## src/rtl/gfx_pkg.sv

```systemverilog
// Shared graphics types and default screen geometry for the raster fill path.
package gfx_pkg;

  localparam int COORD_W_DEF = 11;
  localparam int H_RES_DEF   = 640;
  localparam int V_RES_DEF   = 480;

  typedef logic [COORD_W_DEF-1:0] coord_t;

  typedef enum logic [1:0] {
    IDLE,
    FILL,
    DONE
  } fill_state_t;

endpackage

```

## src/rtl/rect_clip.sv

```systemverilog
// Combinational clipping of a fill rectangle against the visible screen.
// The bottom-right corner is clamped on screen, and an empty rectangle is flagged.
module rect_clip #(
  parameter int H_RES   = gfx_pkg::H_RES_DEF,
  parameter int V_RES   = gfx_pkg::V_RES_DEF,
  parameter int COORD_W = gfx_pkg::COORD_W_DEF
) (
  input  logic [COORD_W-1:0] x0_i,
  input  logic [COORD_W-1:0] y0_i,
  input  logic [COORD_W-1:0] x1_i,
  input  logic [COORD_W-1:0] y1_i,
  output logic [COORD_W-1:0] x1_clamped_o,
  output logic [COORD_W-1:0] y1_clamped_o,
  output logic               empty_o
);

  localparam logic [COORD_W-1:0] X_MAX = COORD_W'(H_RES - 1);
  localparam logic [COORD_W-1:0] Y_MAX = COORD_W'(V_RES - 1);

  assign x1_clamped_o = (x1_i > X_MAX) ? X_MAX : x1_i;
  assign y1_clamped_o = (y1_i > Y_MAX) ? Y_MAX : y1_i;
  assign empty_o      = (x0_i > x1_clamped_o) || (y0_i > y1_clamped_o);

endmodule

```

## src/rtl/rect_fill.sv

```systemverilog
// Raster fill engine: walks a clipped rectangle row-major, one pixel per handshake.
// Optional checkerboard colouring is enabled by defining RECT_FILL_PATTERN_EN.
module rect_fill
  import gfx_pkg::*;
#(
  parameter int H_RES   = H_RES_DEF,
  parameter int V_RES   = V_RES_DEF,
  parameter int COORD_W = COORD_W_DEF,
  parameter int COLOR_W = 1
) (
  input  logic               clk,
  input  logic               reset_n,
  input  logic               start,
  input  logic               abort,
  input  logic [COORD_W-1:0] x0,
  input  logic [COORD_W-1:0] y0,
  input  logic [COORD_W-1:0] x1,
  input  logic [COORD_W-1:0] y1,
  input  logic [COLOR_W-1:0] fill_color,
`ifdef RECT_FILL_PATTERN_EN
  input  logic               pattern_en,
`endif
  input  logic               ready,
  output logic               valid,
  output logic [COORD_W-1:0] x,
  output logic [COORD_W-1:0] y,
  output logic [COLOR_W-1:0] color,
  output logic               busy,
  output logic               done
);

  fill_state_t        state_q, state_d;
  logic [COORD_W-1:0] x0_q, x0_d, x1_q, x1_d, y1_q, y1_d;
  logic [COORD_W-1:0] x_q, x_d, y_q, y_d;
  logic [COLOR_W-1:0] fill_q, fill_d, color_q, color_d, c_base;
  logic               valid_q, valid_d, done_q, done_d, load_pix;
  logic [COORD_W-1:0] x1_clip, y1_clip;
  logic               clip_empty;
`ifdef RECT_FILL_PATTERN_EN
  logic               pat_q, pat_d, pat_sel;
`endif

  rect_clip #(.H_RES(H_RES), .V_RES(V_RES), .COORD_W(COORD_W)) u_clip (
    .x0_i        (x0),
    .y0_i        (y0),
    .x1_i        (x1),
    .y1_i        (y1),
    .x1_clamped_o(x1_clip),
    .y1_clamped_o(y1_clip),
    .empty_o     (clip_empty)
  );

  always_comb begin
    // NOTE: every signal gets a default first so no path through the case infers a latch.
    state_d  = state_q;
    x0_d     = x0_q;
    x1_d     = x1_q;
    y1_d     = y1_q;
    fill_d   = fill_q;
    x_d      = x_q;
    y_d      = y_q;
    color_d  = color_q;
    valid_d  = valid_q;
    done_d   = 1'b0;
    load_pix = 1'b0;
    c_base   = fill_q;
`ifdef RECT_FILL_PATTERN_EN
    pat_d    = pat_q;
    pat_sel  = pat_q;
`endif
    case (state_q)
      IDLE: begin
        if (start) begin
          x0_d   = x0;
          x1_d   = x1_clip;
          y1_d   = y1_clip;
          fill_d = fill_color;
`ifdef RECT_FILL_PATTERN_EN
          pat_d   = pattern_en;
          pat_sel = pattern_en;
`endif
          if (clip_empty) begin
            state_d = DONE;
            done_d  = 1'b1;
          end else begin
            state_d  = FILL;
            valid_d  = 1'b1;
            x_d      = x0;
            y_d      = y0;
            load_pix = 1'b1;
            c_base   = fill_color;
          end
        end
      end
      FILL: begin
        // Abort wins over a same-cycle handshake, so no done pulse follows.
        if (abort) begin
          state_d = IDLE;
          valid_d = 1'b0;
        end else if (ready) begin
          if (x_q == x1_q) begin
            if (y_q == y1_q) begin
              state_d = DONE;
              valid_d = 1'b0;
              done_d  = 1'b1;
            end else begin
              x_d      = x0_q;
              y_d      = y_q + COORD_W'(1);
              load_pix = 1'b1;
            end
          end else begin
            x_d      = x_q + COORD_W'(1);
            load_pix = 1'b1;
          end
        end
      end
      DONE:    state_d = IDLE;
      default: state_d = IDLE;
    endcase
    if (load_pix) begin
`ifdef RECT_FILL_PATTERN_EN
      color_d = (pat_sel && (x_d[0] ^ y_d[0])) ? ~c_base : c_base;
`else
      color_d = c_base;
`endif
    end
  end

  // NOTE: sequential state uses non-blocking assignments so every register samples pre-edge values.
  always_ff @(posedge clk or negedge reset_n) begin
    if (!reset_n) begin
      state_q <= IDLE;
      x0_q    <= '0;
      x1_q    <= '0;
      y1_q    <= '0;
      fill_q  <= '0;
      x_q     <= '0;
      y_q     <= '0;
      color_q <= '0;
      valid_q <= 1'b0;
      done_q  <= 1'b0;
`ifdef RECT_FILL_PATTERN_EN
      pat_q   <= 1'b0;
`endif
    end else begin
      state_q <= state_d;
      x0_q    <= x0_d;
      x1_q    <= x1_d;
      y1_q    <= y1_d;
      fill_q  <= fill_d;
      x_q     <= x_d;
      y_q     <= y_d;
      color_q <= color_d;
      valid_q <= valid_d;
      done_q  <= done_d;
`ifdef RECT_FILL_PATTERN_EN
      pat_q   <= pat_d;
`endif
    end
  end

  assign valid = valid_q;
  assign x     = x_q;
  assign y     = y_q;
  assign color = color_q;
  assign busy  = (state_q != IDLE);
  assign done  = done_q;

endmodule

```

## config.mk

```make
export PLATFORM = sky130hd
export DESIGN_NAME = rect_fill
export DESIGN_NICKNAME = d
export VERILOG_FILES = /design/src/rtl/gfx_pkg.sv /design/src/rtl/rect_clip.sv /design/src/rtl/rect_fill.sv
export SDC_FILE = /design/constraint.sdc
export NUM_CORES = 1
export LEC_CHECK = 0
export BUFFER_PORTS_ARGS = -buffer_cell sky130_fd_sc_hd__buf_2
export CAP_MARGIN = 20
export CORE_MARGIN = 5
export CORE_UTILIZATION = 45
export DETAILED_ROUTE_END_ITERATION = 7
export GPL_TIMING_DRIVEN = 1
export PLACE_DENSITY = 0.72
export SLEW_MARGIN = 20
export SYNTH_ARGS = -nofsm -noshare
export SYNTH_HDL_FRONTEND = slang
export SYNTH_SLANG_ARGS = --single-unit
```

## constraint.sdc

```tcl
create_clock -name clk -period 2 [get_ports clk]
set_input_delay 0.3 -clock clk [delete_from_list [all_inputs] [get_ports clk]]
set_output_delay 0.3 -clock clk [all_outputs]
set_load 0.1 [all_outputs]
```

# Word-level counts from Yosys, hierarchy flattened

Cells that the tools add are included.

Add/sub/neg operators: 2
Order comparisons: 4
Eq/ne operators: 13
Muxes and demuxes: 47
Reduce and logical (&&, ||, !) cells: 9

Operators with widths:

| operator              | number |
|---|---|
| $mux 11               | 14 |
| $pmux 11 s2           | 2 |
| $add 11x1->11 const B | 2 |
| $eq 11x11->1          | 2 |
| $gt 11x11->1          | 2 |
| $mux 1                | 21 |
| $mux 2                | 6 |
| $ne 2x2->1 const B    | 6 |
| $ne 3x3->1 const B    | 4 |
| $reduce_and 6->1      | 2 |
| $gt 11x10->1 const B  | 1 |
| $gt 11x9->1 const B   | 1 |
| $reduce_and 7->1      | 1 |
| $pmux 1 s2            | 3 |
| $pmux 2 s2            | 1 |
| $reduce_and 4->1      | 1 |
| $reduce_bool 2->1     | 2 |
| $eq 2x1->1 const B    | 1 |
| $logic_not 2->1       | 1 |
| $reduce_and 2->1      | 1 |
| $logic_or 1x1->1      | 1 |

Flip-flop bits (word level): 61
Input port bits: 50
Output and inout port bits: 26
Logic and storage cells: 85

# Logic depth before layout (Yosys ltp)

Depth after elaboration: 7
Depth in mapped cells: 11
Gate-level depth less buffers: 10

# By module

A second synthesis with hierarchy kept.

Cell total of the unflattened synthesis: 415
Area total of the unflattened synthesis: 4041.4 µm²

Modules (own cells, without submodules):

| module    | times used | cells an instance | area each (µm²) | sequential area each (µm²) |
|---|---|---|---|---|
| rect_fill | 1          | 311               | 3316.9          | 1526.5 |
| rect_clip | 1          | 104               | 724.4           | 0.0 |

# Least setup slack after synthesis

OpenSTA, ideal clock, no wires.

Path type: in2reg
Start point: in x1[7]
End point: reg x_q[6] (netlist: x[6])
Library setup time: 0.127 ns
Data arrival time: 2.566 ns
Required time: 1.873 ns
Slack: -0.693 ns
Stages: 11
Buffers on the path: 1
Path through: o21ai_0 > nand2b_1 > nor2_1 > ha_1 > and4_1 > a21boi_0 > o311ai_1 > o211ai_1 > o21ai_2 > buf_6 > mux2_4

Longest elaborated chain between the ends: 6

RTL lines:

| item                           | line             | RTL |
|---|---|---|
| start: declaration             | rect_fill.sv:17  | `input logic [COORD_W-1:0] x1,` |
| $gt 11x10->1                   | rect_clip.sv:20  | `assign x1_clamped_o = (x1_i > X_MAX) ? X_MAX : x1_i;` |
| $mux 11 (*)                    | rect_clip.sv:20  |  |
| $gt 11x11->1 (*)               | rect_clip.sv:22  | `assign empty_o = (x0_i > x1_clamped_o) \|\| (y0_i > y1_clamped_o);` |
| $logic_or 1x1->1 (*)           | rect_clip.sv:22  |  |
| $ne 2x2->1 (no line) (*)       | --               |  |
| $reduce_and 6->1 (no line) (*) | --               |  |
| end signal: assignment         | rect_fill.sv:137 | `x_q <= '0;` |
| end signal: assignment         | rect_fill.sv:151 | `x_q <= x_d;` |
| end: declaration               | rect_fill.sv:34  | `logic [COORD_W-1:0] x_q, x_d, y_q, y_d;` |

Mark *: on every way between the ends. The rest lies on a longest branch, timed or not.
A chain may end at the register's enable or synchronous reset.

# Worst setup path after layout

Start point: in x1[7]
End point: reg y_q[0] (netlist: y[0])

Longest elaborated chain between the ends: 6

RTL lines:

| item                           | line             | RTL |
|---|---|---|
| $gt 11x10->1                   | rect_clip.sv:20  |  |
| $mux 11 (*)                    | rect_clip.sv:20  |  |
| $gt 11x11->1 (*)               | rect_clip.sv:22  |  |
| $logic_or 1x1->1 (*)           | rect_clip.sv:22  |  |
| $ne 2x2->1 (no line) (*)       | --               |  |
| $reduce_and 7->1 (no line) (*) | --               |  |
| end signal: assignment         | rect_fill.sv:152 | `y_q <= y_d;` |
| end: declaration               | rect_fill.sv:34  |  |

Marked as above.

==> flow_summary.toml <==
[outcome]
status = "complete, but fails checks"
violations = "negative setup slack"

[placement]
place.gp.congestion = 0.918
hpwl_mm = 8.54
place_area_sq_um = 4940
place_inst = 657
io_buffers = 75

[timing]
finalSetupViolCount = 26
fin_crit_sh_pct = 117
hold_viol = 0
rsz0062_at_grt = "true"
max_freq_mhz = 426
drv_slew = 0
skew_ns = 0.00485
tns_ns = -6.33
period_needed_ns = 2.35
setup_slack_ns = -0.349
worstMarginPinSlew_ns = 0.689
slew_headroom_pct = 54.0

[floorplan]
fp.dieW_um = 103
core-area_sq_um = 8300
io_pins = 76
num_rows = 33
die_h_um = 103
start_util_pct = 46.8
dieArea_sq_um = 10600

[power_and_ir_drop]
max-vdd-ir-drop_v = 0.000672
power_leakage_nw = 2.62
p_per_area_nw_per_um2 = 1390

[synth]
syn_avg_cell_area_sq_um = 9.08
ys_seq_area_share_pct = 39.3
async_flop_share_pct = 100
synth-edff-count = 0
ys.flop_type = "dfrtp_1"
synthTopCellsByCount = "nand2_1 (83), dfrtp_1 (61), o21ai_0 (38)"
synth_area_leader_cell = "dfrtp_1"
synth_cell_types = 49
synth_warnings = 0
syn-instance-count = 428
netlist.area_leader.share_pct = 39.3
yosysMostFrequentCell = "nand2_1"
synth_area_leaders = "dfrtp_1 (39%), nand2_1 (8.0%), ha_1 (7.7%), xor2_1 (5.2%), o21ai_0 (4.9%)"
synth-seq-cells = 61
syn_area_sq_um = 3880

[clock_network]
clock_sinks = 61
worstSkewPairLatency_ns = 0.34
clock_path_buffers = 2
cts_tree = "yes"
root_buffer = "clkbuf_8"
htree_levels = 3
cts_buffers = 9
path_clk_slew_ns = 0.06

[drt]
drtAntennaViolNets = 0
vias_per_cell = 5.52
firstDrtPassIters = 5
finalWirelength_mm = 11.6
dr_total_vias = 3764
drcViolationCount = 0
wl_per_cell_um = 16.9
first_iter_violations = 306

[critical_path]
worstPathRequired_ns = 2.23
crit_path_end_kind = "register"
path_class = "input port to register"
cp_slowest_cell = "o311ai_2"
critPathBufInv = 2
crit_start = "x1[7]"
critPathArrivalTime_ns = 2.57
start_kind = "input port"
path_max_fanout = 7
max_stage_delay_ns = 0.31
crit_chain = "buf_6 > o21ai_4 > nand2b_4 > nor2_4 > ha_4 > a211oi_2 > nor2_1 > o311ai_2 > o211ai_1 > buf_4 > mux2_4 > o221a_1"
path_delay_family = "compound AO/OA/AOI/OAI gates"
regToRegStartpoint = "y1_q[3]$_DFFE_PN0P_"

[run]
cap_violations = 0

[final_layout]
final_nets = 646
fillers = 640
layout-drive-gt1-share_pct = 41.8
multi_input_area_sq_um = 2500
fin_area_sq_um = 5460
area_growth_pct = 40.6
antenna_cells = 0
register_area_sq_um = 1550
instances_no_fill = 682

[global_routing]
grt_use_total_pct = 22.6
grt_first_pass_wirelength_mm = 18.6
antenna_found_initial = 0
grt_start_max_net_pins = 62
grt-ovfl-total = 0
first_global_vias = 3713

[min_path]
hold_path.class = "input port to register"
min_from = "fill_color"
## worst paths after layout
path,cells past startpoint,endpoint,slack [ns]
worst max-delay path,12,y[0]$_DFFE_PN0P_,-0.35
worst min-delay path,3,fill_q$_DFFE_PN0P_,0.20
worst max register to register,8,y[2]$_DFFE_PN0P_,-0.32
worst min register to register,2,x0_q[3]$_DFFE_PN0P_,0.48
max in group asynchronous,3,y[3]$_DFFE_PN0P_,1.19
min in group asynchronous,3,x1_q[7]$_DFFE_PN0P_,0.51
## cells by family after synthesis
group / Yosys count / share of synthesized area, %
AOI/OAI and AO/OA: 92 / 14.5
other: 1 / 0.0965
and+or+nand+nor: 165 / 20.2
buffers and inverters: 29 / 3.32
xor gates and xnor gates: 31 / 6.99
muxes: 25 / 7.89
DFF: 61 / 39.3
adders and majority gates: 24 / 7.73
## placed cells by master (no fill, tap or decap), drive strengths merged, types with 4 or more instances in the layout
master | netlist | final
a211oi | 4 | 4
a21oi | 19 | 19
a22oi | 6 | 6
and2 | 7 | 7
and4 | 6 | 6
buf | 7 | 154
clkbuf | 17 | 11
dfrtp | 61 | 61
ha | 24 | 24
inv | 5 | 5
mux2 | 15 | 15
mux2i | 10 | 10
nand2 | 83 | 83
nand3 | 14 | 14
nand3b | 5 | 5
nand4 | 9 | 9
nor2 | 21 | 21
nor3 | 7 | 7
nor4 | 4 | 4
o211ai | 5 | 5
o21ai | 41 | 41
xnor2 | 8 | 8
xor2 | 23 | 23
## final cells by class
| type | instances | area share [%] |
|---|---|---|
| clock inverters | 5 | 1.37 |
| flip-flops and latches | 61 | 28.3 |
| well taps | 105 | 2.40 |
| inverters | 5 | 0.343 |
| multi-input cells | 340 | 45.8 |
| clock buffers | 11 | 2.40 |
| repair buffers | 155 | 19.4 |
## flip-flops by register name, summed over array words and instances (netlist names)
name	cells
y	11
x1_q	11
y1_q	11
color	1
valid	1
x0_q	11
done	1
state_q	2
x	11
fill_q	1
## layer usage
metal	vias up	global-route usage, %	wire, um
li1	1812	-	-
met1	1802	32.5	5320
met2	133	34.2	5330
met3	17	3.18	722
met4	0	9.06	186
met5	-	0	0
## report_power, final
group | switching [mW] | total [mW] | internal, mW | leakage (nW)
registers | 0.343 | 2.03 | 1.68 | 0.714
logic | 3.07 | 4.42 | 1.35 | 1.80
clock network | 0.476 | 1.17 | 0.696 | 0.107
total | 3.89 | 7.62 | 3.73 | 2.62
## worst register-to-register path: cells and delay by family, from the launching register on
| kind | cells | cell delay [ns] |
|---|---|---|
| AOI/OAI and AO/OA | 2 | 0.53 |
| DFF | 1 | 0.41 |
| buffers and inverters | 2 | 0.29 |
| xor gates and xnor gates | 1 | 0.17 |
| and+or+nand+nor | 3 | 0.81 |
## what timing repair did
| item | CTS | global route |
|---|---|---|
| resized for setup | 23 | 28 |
| endpoints found under the setup margin | 27 | 27 |
| hold endpoints to repair | 61 | 0 |
| pin swaps | 11 | 14 |
| gates cloned | 0 | 0 |
| hold buffers | 1 | 0 |
| buffers inserted | 4 | 4 |
## stage by stage
stage | power (mW) | util (%) | setup slack [ns] | hold WS [ns]
after CTS | 7.58 | 64.0 | -0.353 | 0.173
after floorplan | 5.14 | - | -0.437 | 0.00441
after detailed placement | 6.31 | 59.5 | -0.934 | 0.338
after global placement | 6.24 | 59.5 | -0.751 | 0.335
after global routing | 8.00 | 65.8 | -0.458 | 0.197
final | 7.62 | 65.8 | -0.349 | 0.196
Power figures use the tool's default switching activity.
